`config.mk`:
```
export PLATFORM = sky130hd
export DESIGN_NAME = dpe_ingress_arb
export DESIGN_NICKNAME = d
export VERILOG_FILES = /design/src/rtl/dpe_ingress_arb.sv
export SDC_FILE = /design/constraint.sdc
export NUM_CORES = 1
export LEC_CHECK = 0
export ABC_CLOCK_PERIOD_IN_PS = 1900
export BUFFER_PORTS_ARGS = -buffer_cell sky130_fd_sc_hd__buf_2
export CAP_MARGIN = 10
export CORE_UTILIZATION = 30
export DETAILED_ROUTE_END_ITERATION = 10
export PLACE_DENSITY_LB_ADDON = 0.3
export SETUP_SLACK_MARGIN = 0.4
export SLEW_MARGIN = 20
export SYNTH_ARGS = -nofsm -noshare
export SYNTH_HDL_FRONTEND = slang
export SYNTH_HIERARCHICAL = 1
export SYNTH_SLANG_ARGS = --single-unit
```
`constraint.sdc`:
```
create_clock -name clk -period 1.9 [get_ports clk]
set_input_delay 0.095 -clock clk [delete_from_list [all_inputs] [get_ports clk]]
set_output_delay 0.095 -clock clk [all_outputs]
set_load 0.03 [all_outputs]
```
`src/rtl/dpe_ingress_arb.sv`:
```
// dpe_ingress_arb: packet-level round-robin arbiter sharing the DPE ingress among NUM_SRC streams.
// Optional build macro DPE_ARB_PKT_CNT_EN adds per-source packet counters (pkt_cnt, pkt_cnt_clr).

module dpe_arb_lane #(
  parameter int DATA_W = 8
) (
  input  logic                  sel,
  input  logic [DATA_W-1:0]     tdata,
  input  logic [DATA_W/8-1:0]   tkeep,
  input  logic                  tlast,
  input  logic                  tvalid,
  input  logic                  out_tready,
  output logic [DATA_W-1:0]     m_tdata,
  output logic [DATA_W/8-1:0]   m_tkeep,
  output logic                  m_tlast,
  output logic                  m_tvalid,
  output logic                  tready
);
  // Unselected lanes contribute zero so the top can OR-reduce.
  assign m_tdata  = sel ? tdata : '0;
  assign m_tkeep  = sel ? tkeep : '0;
  assign m_tlast  = sel & tlast;
  assign m_tvalid = sel & tvalid;
  assign tready   = sel & out_tready;
endmodule

`ifdef DPE_ARB_PKT_CNT_EN
module dpe_arb_pkt_ctr (
  input  logic        clk,
  input  logic        rst,
  input  logic        clr,
  input  logic        inc,
  output logic [31:0] cnt
);
  // Clear wins over a coincident increment.
  always_ff @(posedge clk) begin
    if (rst || clr) cnt <= '0;
    else if (inc)   cnt <= cnt + 32'd1;
  end
endmodule
`endif

module dpe_ingress_arb #(
  parameter int NUM_SRC = 5,
  parameter int DATA_W  = 8,
  parameter int ID_W    = 3
) (
  input  logic                          clk,
  input  logic                          rst,
  input  logic [NUM_SRC*DATA_W-1:0]     in_tdata,
  input  logic [NUM_SRC*(DATA_W/8)-1:0] in_tkeep,
  input  logic [NUM_SRC-1:0]            in_tlast,
  input  logic [NUM_SRC-1:0]            in_tvalid,
  output logic [NUM_SRC-1:0]            in_tready,
  output logic [DATA_W-1:0]             out_tdata,
  output logic [DATA_W/8-1:0]           out_tkeep,
  output logic                          out_tlast,
  output logic                          out_tvalid,
  input  logic                          out_tready,
  output logic [ID_W-1:0]               out_tid,
  output logic [NUM_SRC-1:0]            grant,
  output logic                          busy
`ifdef DPE_ARB_PKT_CNT_EN
  ,
  input  logic                          pkt_cnt_clr,
  output logic [NUM_SRC*32-1:0]         pkt_cnt
`endif
);
  localparam int KEEP_W = DATA_W/8;

  typedef enum logic {IDLE, LOCK} state_t;

  state_t                           state_q, state_d;
  logic [NUM_SRC-1:0]               grant_q, pick_oh;
  logic [ID_W-1:0]                  tid_q, last_q, pick_id;
  logic                             pick_vld, release_w;
  logic [NUM_SRC-1:0][DATA_W-1:0]   lane_data;
  logic [NUM_SRC-1:0][KEEP_W-1:0]   lane_keep;
  logic [NUM_SRC-1:0]               lane_last, lane_vld;

  // Round-robin: first pass covers indices above last-served, second pass wraps to 0..last.
  always_comb begin
    pick_vld = 1'b0;
    pick_id  = '0;
    pick_oh  = '0;
    for (int i = 0; i < NUM_SRC; i++) begin
      if (!pick_vld && in_tvalid[i] && (ID_W'(i) > last_q)) begin
        pick_vld   = 1'b1;
        pick_id    = ID_W'(i);
        pick_oh[i] = 1'b1;
      end
    end
    for (int i = 0; i < NUM_SRC; i++) begin
      if (!pick_vld && in_tvalid[i] && (ID_W'(i) <= last_q)) begin
        pick_vld   = 1'b1;
        pick_id    = ID_W'(i);
        pick_oh[i] = 1'b1;
      end
    end
  end

  assign release_w = (state_q == LOCK) & out_tvalid & out_tready & out_tlast;

  always_ff @(posedge clk) begin
    if (rst) begin
      state_q <= IDLE;
      grant_q <= '0;
      tid_q   <= '0;
      last_q  <= ID_W'(NUM_SRC-1);
    end else begin
      state_q <= state_d;
      if (state_q == IDLE && pick_vld) begin
        grant_q <= pick_oh;
        tid_q   <= pick_id;
      end else if (release_w) begin
        grant_q <= '0;
        last_q  <= tid_q;
      end
    end
  end

  always_comb begin
    state_d = state_q;
    case (state_q)
      IDLE:    if (pick_vld)  state_d = LOCK;
      LOCK:    if (release_w) state_d = IDLE;
      default: state_d = IDLE;
    endcase
  end

  // grant_q is only non-zero in LOCK, so the lanes gate the datapath for both states.
  for (genvar g = 0; g < NUM_SRC; g++) begin : g_lane
    dpe_arb_lane #(.DATA_W(DATA_W)) u_lane (
      .sel        (grant_q[g]),
      .tdata      (in_tdata[g*DATA_W +: DATA_W]),
      .tkeep      (in_tkeep[g*KEEP_W +: KEEP_W]),
      .tlast      (in_tlast[g]),
      .tvalid     (in_tvalid[g]),
      .out_tready (out_tready),
      .m_tdata    (lane_data[g]),
      .m_tkeep    (lane_keep[g]),
      .m_tlast    (lane_last[g]),
      .m_tvalid   (lane_vld[g]),
      .tready     (in_tready[g])
    );
  end

  always_comb begin
    out_tdata  = '0;
    out_tkeep  = '0;
    for (int i = 0; i < NUM_SRC; i++) begin
      out_tdata = out_tdata | lane_data[i];
      out_tkeep = out_tkeep | lane_keep[i];
    end
    out_tlast  = |lane_last;
    out_tvalid = |lane_vld;
    out_tid    = tid_q;
    grant      = grant_q;
    busy       = (state_q == LOCK);
  end

`ifdef DPE_ARB_PKT_CNT_EN
  for (genvar g = 0; g < NUM_SRC; g++) begin : g_cnt
    dpe_arb_pkt_ctr u_ctr (
      .clk (clk),
      .rst (rst),
      .clr (pkt_cnt_clr),
      .inc (release_w & grant_q[g]),
      .cnt (pkt_cnt[g*32 +: 32])
    );
  end
`endif

endmodule
```
After elaboration in Yosys (flattened, before gate mapping)
Cells that the tools add are included.
- register bits: 12
- output and inout bits: 25
- logic and storage cells: 118
- magnitude comparators: 10
- multiplexer cells: 43
- bitwise logic cells: 28
- reduce and logical (&&, ||, !) cells: 33
- operator list (cell ; count):
    8-bit two-way mux ; 5
    8-bit bitwise OR ; 4
    1-bit two-way mux ; 27
    3-bit two-way mux ; 7
    1-bit logical AND ; 20
    1-bit AND ; 18
    5-bit two-way mux ; 2
    5-bit OR reduction ; 2
    1-bit zero test ; 9
    1-bit by 3-bit greater-than comparator with 1-bit output, first input constant ; 2
    2-bit by 3-bit greater-than comparator with 1-bit output, first input constant ; 2
    1-bit by 3-bit less-or-equal comparator with 1-bit output, first input constant ; 2
    2-bit by 3-bit less-or-equal comparator with 1-bit output, first input constant ; 2
    1-bit bitwise OR ; 4
    3-bit greater-than comparator, first input constant ; 1
    3-bit less-or-equal comparator, first input constant ; 1
    2-bit two-way mux ; 1
    1-bit NOT ; 2
    1-bit case mux with 2 select lines ; 1
    2-bit AND reduction ; 1
    2-bit nonzero test ; 1

Depth between registers and ports, before layout
- word-level depth: 42
- depth in mapped cells: 7
- mapped depth without buffers: 6

Modules after synthesis
Netlist, hierarchy kept.
- modules (own cells, without submodules) (module ; instances ; cells each ; area each (um^2)):
    dpe_ingress_arb ; 1 ; 118 ; 837.1
    dpe_arb_lane ; 5 ; 13 ; 96.3

Worst setup path before layout
Ideal clock, no wire load.
- path kind: register to register
- from: register grant_q[1], in the netlist grant[1]
- to: register grant_q[0], in the netlist grant[0]
- library setup time: 0.116 ns
- arrival time: 1.796 ns
- required time: 1.784 ns
- slack: -0.012 ns
- cell stages (with the launch flop): 8
- buffers on the path: 1
- period minus slack after synthesis: 1.912 ns
- cell sequence: dfxtp_1 > buf_6 > and2_2 > nor3_1 > nand2_1 > nand4_2 > nor2b_1 > a31o_2
- word-level cells in the longest chain between the ends: 6
- elaborated cells between the ends (all ways): 8
- RTL lines (element ; line ; text):
    start, declared ; 74 ; logic [NUM_SRC-1:0] grant_q, pick_oh;
    start signal, assigned ; 113 ; grant_q <= pick_oh;
    1-bit AND ; 23 ; assign m_tvalid = sel & tvalid;
    net lane_vld[1] ; 79 ; logic [NUM_SRC-1:0] lane_last, lane_vld;
    5-bit OR reduction ; 156 ; out_tvalid = |lane_vld;
    net out_tvalid ; 58 ; output logic out_tvalid,
    1-bit AND (3 in a row) ; 102 ; assign release_w = (state_q == LOCK) & out_tvalid & out_tready & out_tlast;
    2-bit nonzero test (no source line) ; - ;
The timed path passes the listed nets, and every way through them passes these cells.
A chain may end at the register's enable or synchronous reset.

Final worst setup path
- from: register last_q[0]
- to: register grant_q[0], in the netlist grant[0]
- word-level cells in the longest chain between the ends: 41
- elaborated cells between the ends (all ways): 52
- RTL lines (element ; line ; text):
    start, declared ; 75 ; logic [ID_W-1:0] tid_q, last_q, pick_id;
    start signal, assigned ; 109 ; last_q <= ID_W'(NUM_SRC-1);
    start signal, assigned ; 117 ; last_q <= tid_q;
    1-bit by 3-bit greater-than comparator with 1-bit output ; 87 ; if (!pick_vld && in_tvalid[i] && (ID_W'(i) > last_q)) begin
    1-bit logical AND ; 87 ;
    1-bit two-way mux ; 87 ;
    1-bit zero test ; 87 ;
    1-bit logical AND (2 in a row) ; 87 ;
    1-bit two-way mux ; 87 ;
    1-bit zero test ; 87 ;
    1-bit logical AND (2 in a row) ; 87 ;
    [... 21 more ...] ; - ;
    1-bit zero test ; 94 ; if (!pick_vld && in_tvalid[i] && (ID_W'(i) <= last_q)) begin
    1-bit logical AND (2 in a row) ; 94 ;
    1-bit two-way mux ; 94 ;
    1-bit zero test ; 94 ;
    1-bit logical AND (2 in a row) ; 94 ;
    1-bit two-way mux ; 94 ;
    1-bit logical AND ; 112 ; if (state_q == IDLE && pick_vld) begin
    5-bit two-way mux or 2-bit nonzero test (tied branches) ; - ;
Parallel ways exist; a longest one is shown, timed or not.

==> results.txt <==
----------------------------------------------------
[Floorplanning]
  Core area ... approximately 4100 sq um
  Total Die Area ... about 4700 sq um
  Overall die width ... just under 70 microns
  I/O pin total ... a little over 80
  Die Y-Extent ... approximately 68 microns
  Cell row count ... 23
  Initial Util ... approximately 32%

[Global routing]
  Met3 demand-to-capacity share in global routing ... about 4.3%
  Via count of the first global-routing pass ... around 1300
  Global-route usage over all layers ... 15.6%
  Number of antenna violations at the first check in global routing ... 0
  GR Layer Usage met2 ... approximately 28%
  First-pass GRT wire length ... 5510 microns
  Total congestion overflow after global routing ... 0
  Met1 Usage GRT ... ~18%
  Pin count of the biggest net entering global routing ... 15
  GRT Max-Usage Layer ... met2

[Worst setup path]
  Delay of the slowest critical-path stage ... ~0.40 ns
  Data required time at the worst endpoint ... approximately 2.0 ns
  Critical Setup Path Class ... reg -> reg
  Sort of element at the end of the critical path ... register
  Cells along the critical path ... or3_4 > a21oi_4 > a31o_4 > nor4_2 > a31o_2
  Startpoint types ... register
  Path depth of the worst reg2reg path ... 5
  CP max-delay cell ... or3_4
  Critical path fanouts, max ... 7
  Data arrival time of the critical path ... 1.71 ns

[Route]
  Total via count after detailed routing ... 1552
  Router iterations before antenna repair ... 4
  DRT iter0 DRCs ... 43
  Total wirelength of the detailed-routed design ... around 4200 microns
  Number of DRC violations after detailed routing ... 0
  Routed Antenna Nets ... 0
  WL/cell ... 13.2 microns
  Routed via count divided by cell count ... ~5

[Synth]
  Register area share after synthesis ... 18.2%
  Yosys Warn Count ... 6
  Asr flop ratio synth ... 0%
  Post-synthesis sequential element count ... 12
  Number of nets produced by synthesis ... approximately 240
  Most frequently used flop master after synthesis ... dfxtp_1
  Number of distinct standard cells referenced by the synthesized netlist ... 34
  Post-synth design cell area ... roughly 1300 sq um
  EDFF count, synth ... 0
  Post-synthesis cell count ... 183
  Syn Area/Cell ... a little over 7 sq um

[Timing]
  Maximum clock skew at final layout ... roughly 0.00080 ns
  Final Setup Violations ... 0
  Final Cycle Share ... between 80% and 90%
  Peak clock frequency supported by timing ... roughly 640 MHz
  Max-slew violation count ... 0
  Final sum of negative setup slack ... 0 ns
  Final critical path time including I/O delays and setup ... about 1.6 ns
  Rel. slew slack ... between 60 and 70%
  RSZ-0062 raised after global routing ... yes
  Final hold violation count ... 0
  Slew at the pin closest to its max-slew limit ... approximately 0.45 ns

[Placed design]
  Placed Instance Area ... approximately 1800 sq um
  Final weighted congestion of routability-driven global placement ... roughly 0.82
  Count of buffers from port buffering ... about 80
  Placed wire-length estimate after detailed placement ... 2800 microns

[Cells and area]
  Final non-filler cell area ... 1970 sq um
  Util after Layout ... between 40% and 50%
  Area added between synthesis and finish ... 49.2%
  Net count, final ... between 300 and 400
  Antenna Diode Count ... 0
  Share of cells above drive strength 1 ... between 60 and 70%
  # fillers ... about 420

[Power]
  Power per unit of standard cell area ... approximately 460 nW/um^2
  Maximum resistive drop on vdd ... 0.425 mV
  Leakage dissipation ... 1.02 nW

[Clock tree]
  Number of buffers added to fix hold violations after cts ... 0
  Clock Latency Late Sink ... 0.24 ns
  Count of clock tree sinks ... 12
  Clock root buffer master ... clkbuf_8
  Register clock-pin slew on the reported worst setup and hold paths ... around 0.050 ns
  Worst-case clock buffer depth ... 2
  CTS H-tree lvls ... 1
  TritonCTS clock tree ... yes
  Number of CTS-inserted buffers ... 3

[Run status]
  Result of the run ... finished clean

[Run]
  Number of max-capacitance violations reported ... 0

[Worst hold path]
  Hold Path Stages ... 2
  Path category of the worst min-delay check ... in -> reg

----------------------------------------------------
## timing repair
action	CTS	global route
pin swaps	0	6
resized for setup	5	9
endpoints found under the setup margin	8	8
cloned	0	1
setup buffers	0	8
## where the power goes
part | internal, W | switching, W | leakage [nW]
sequential | 0.000260 | 0.0000302 | 0.103
combinational | 0.000162 | 0.000215 | 0.899
clock | 0.000143 | 0.0000932 | 0.0231
## path summary, 6_finish.rpt
kind	start	to	slack, ns
setup / recovery	last_q[0]	grant[0]	0.33
setup reg to reg	last_q[0]	grant[0]	0.33
hold reg to reg	out_tid[2]	out_tid[2]	0.48
hold / removal	rst	last_q[0]	0.21
## critical path, delay by kind of cell, from the launching register on
family | cells | cell delay (ns)
DFF | 1 | 0.36
AOI/OAI and AO/OA | 3 | 0.65
and+or+nand+nor | 2 | 0.45
## per-stage QoR
stage | std cells | setup slack (ns) | hold slack [ns] | total power [W]
after floorplan | 183 | 0.403 | 0.343 | 0.000536
after global placement | 304 | 0.267 | 0.449 | 0.000653
after detailed placement | 304 | 0.249 | 0.451 | 0.000653
after CTS | 308 | 0.383 | 0.200 | 0.000887
after global routing | 317 | 0.315 | 0.225 | 0.000957
final | 317 | 0.326 | 0.208 | 0.000903
## per-layer routing
| layer | up-vias | routed length [microns] |
|---|---|---|
| li1 | 779 | - |
| met1 | 683 | 1650 |
| met3 | 12 | 440 |
| met2 | 78 | 1990 |
| met4 | 0 | 108 |
| met5 | - | 0 |
## area by class of cell
class / count / area, sq um / area share (%)
Clock buffer: 3 / 41.3 / 2.10
Clock inverter: 1 / 3.75 / 0.191
Inverter: 3 / 11.3 / 0.572
Multi-Input combinational cell: 158 / 1100 / 55.8
Sequential cell: 12 / 268 / 13.6
Tap cell: 50 / 62.6 / 3.18
Timing Repair Buffer: 90 / 483 / 24.5
## cells in the mapped netlist, types with 4 or more instances
library cell  instances  area share [%]
nand2b_1              5             2.4
dfxtp_1              12              18
nor2b_1               4             1.9
and2_1               20             9.5
nor2_1               20             5.7
a21oi_1               7             2.7
nor3_1               13             4.9
nand2_1              16             4.6
and2_2               40              23
buf_6                 7             6.0
## layout by cell type (no fill, tap or decap), types with 2 or more instances in the layout
master	count
o21ai_2	2
buf_4	7
nand2_4	2
nand3_1	2
mux2i_1	3
inv_1	3
clkbuf_8	3
nor3_4	2
nor2b_4	2
a21oi_2	2
nor3_1	11
nand2_1	14
and2_2	34
and2_4	6
nand2b_1	5
a21oi_1	7
nor2_1	18
dfxtp_4	7
a211o_1	2
and2_1	20
buf_2	82
dfxtp_1	4
a31o_2	3
or3_4	2
nor2_2	2
o22ai_1	2
## sequential cells by signal, summed over array words and instances (netlist names)
| name | cells |
|---|---|
| grant | 5 |
| last_q | 3 |
| busy | 1 |
| out_tid | 3 |
## cells by family (layout without fill, tap and decap cells)
kind of cell | Yosys count | count (layout) | share of synthesized area (%)
buf+inv | 14 | 97 | 8.16
mux | 3 | 3 | 2.28
simple gates | 128 | 128 | 57.7
flops | 12 | 12 | 18.2
compound gates | 26 | 27 | 13.7
Power figures use the tool's default switching activity.
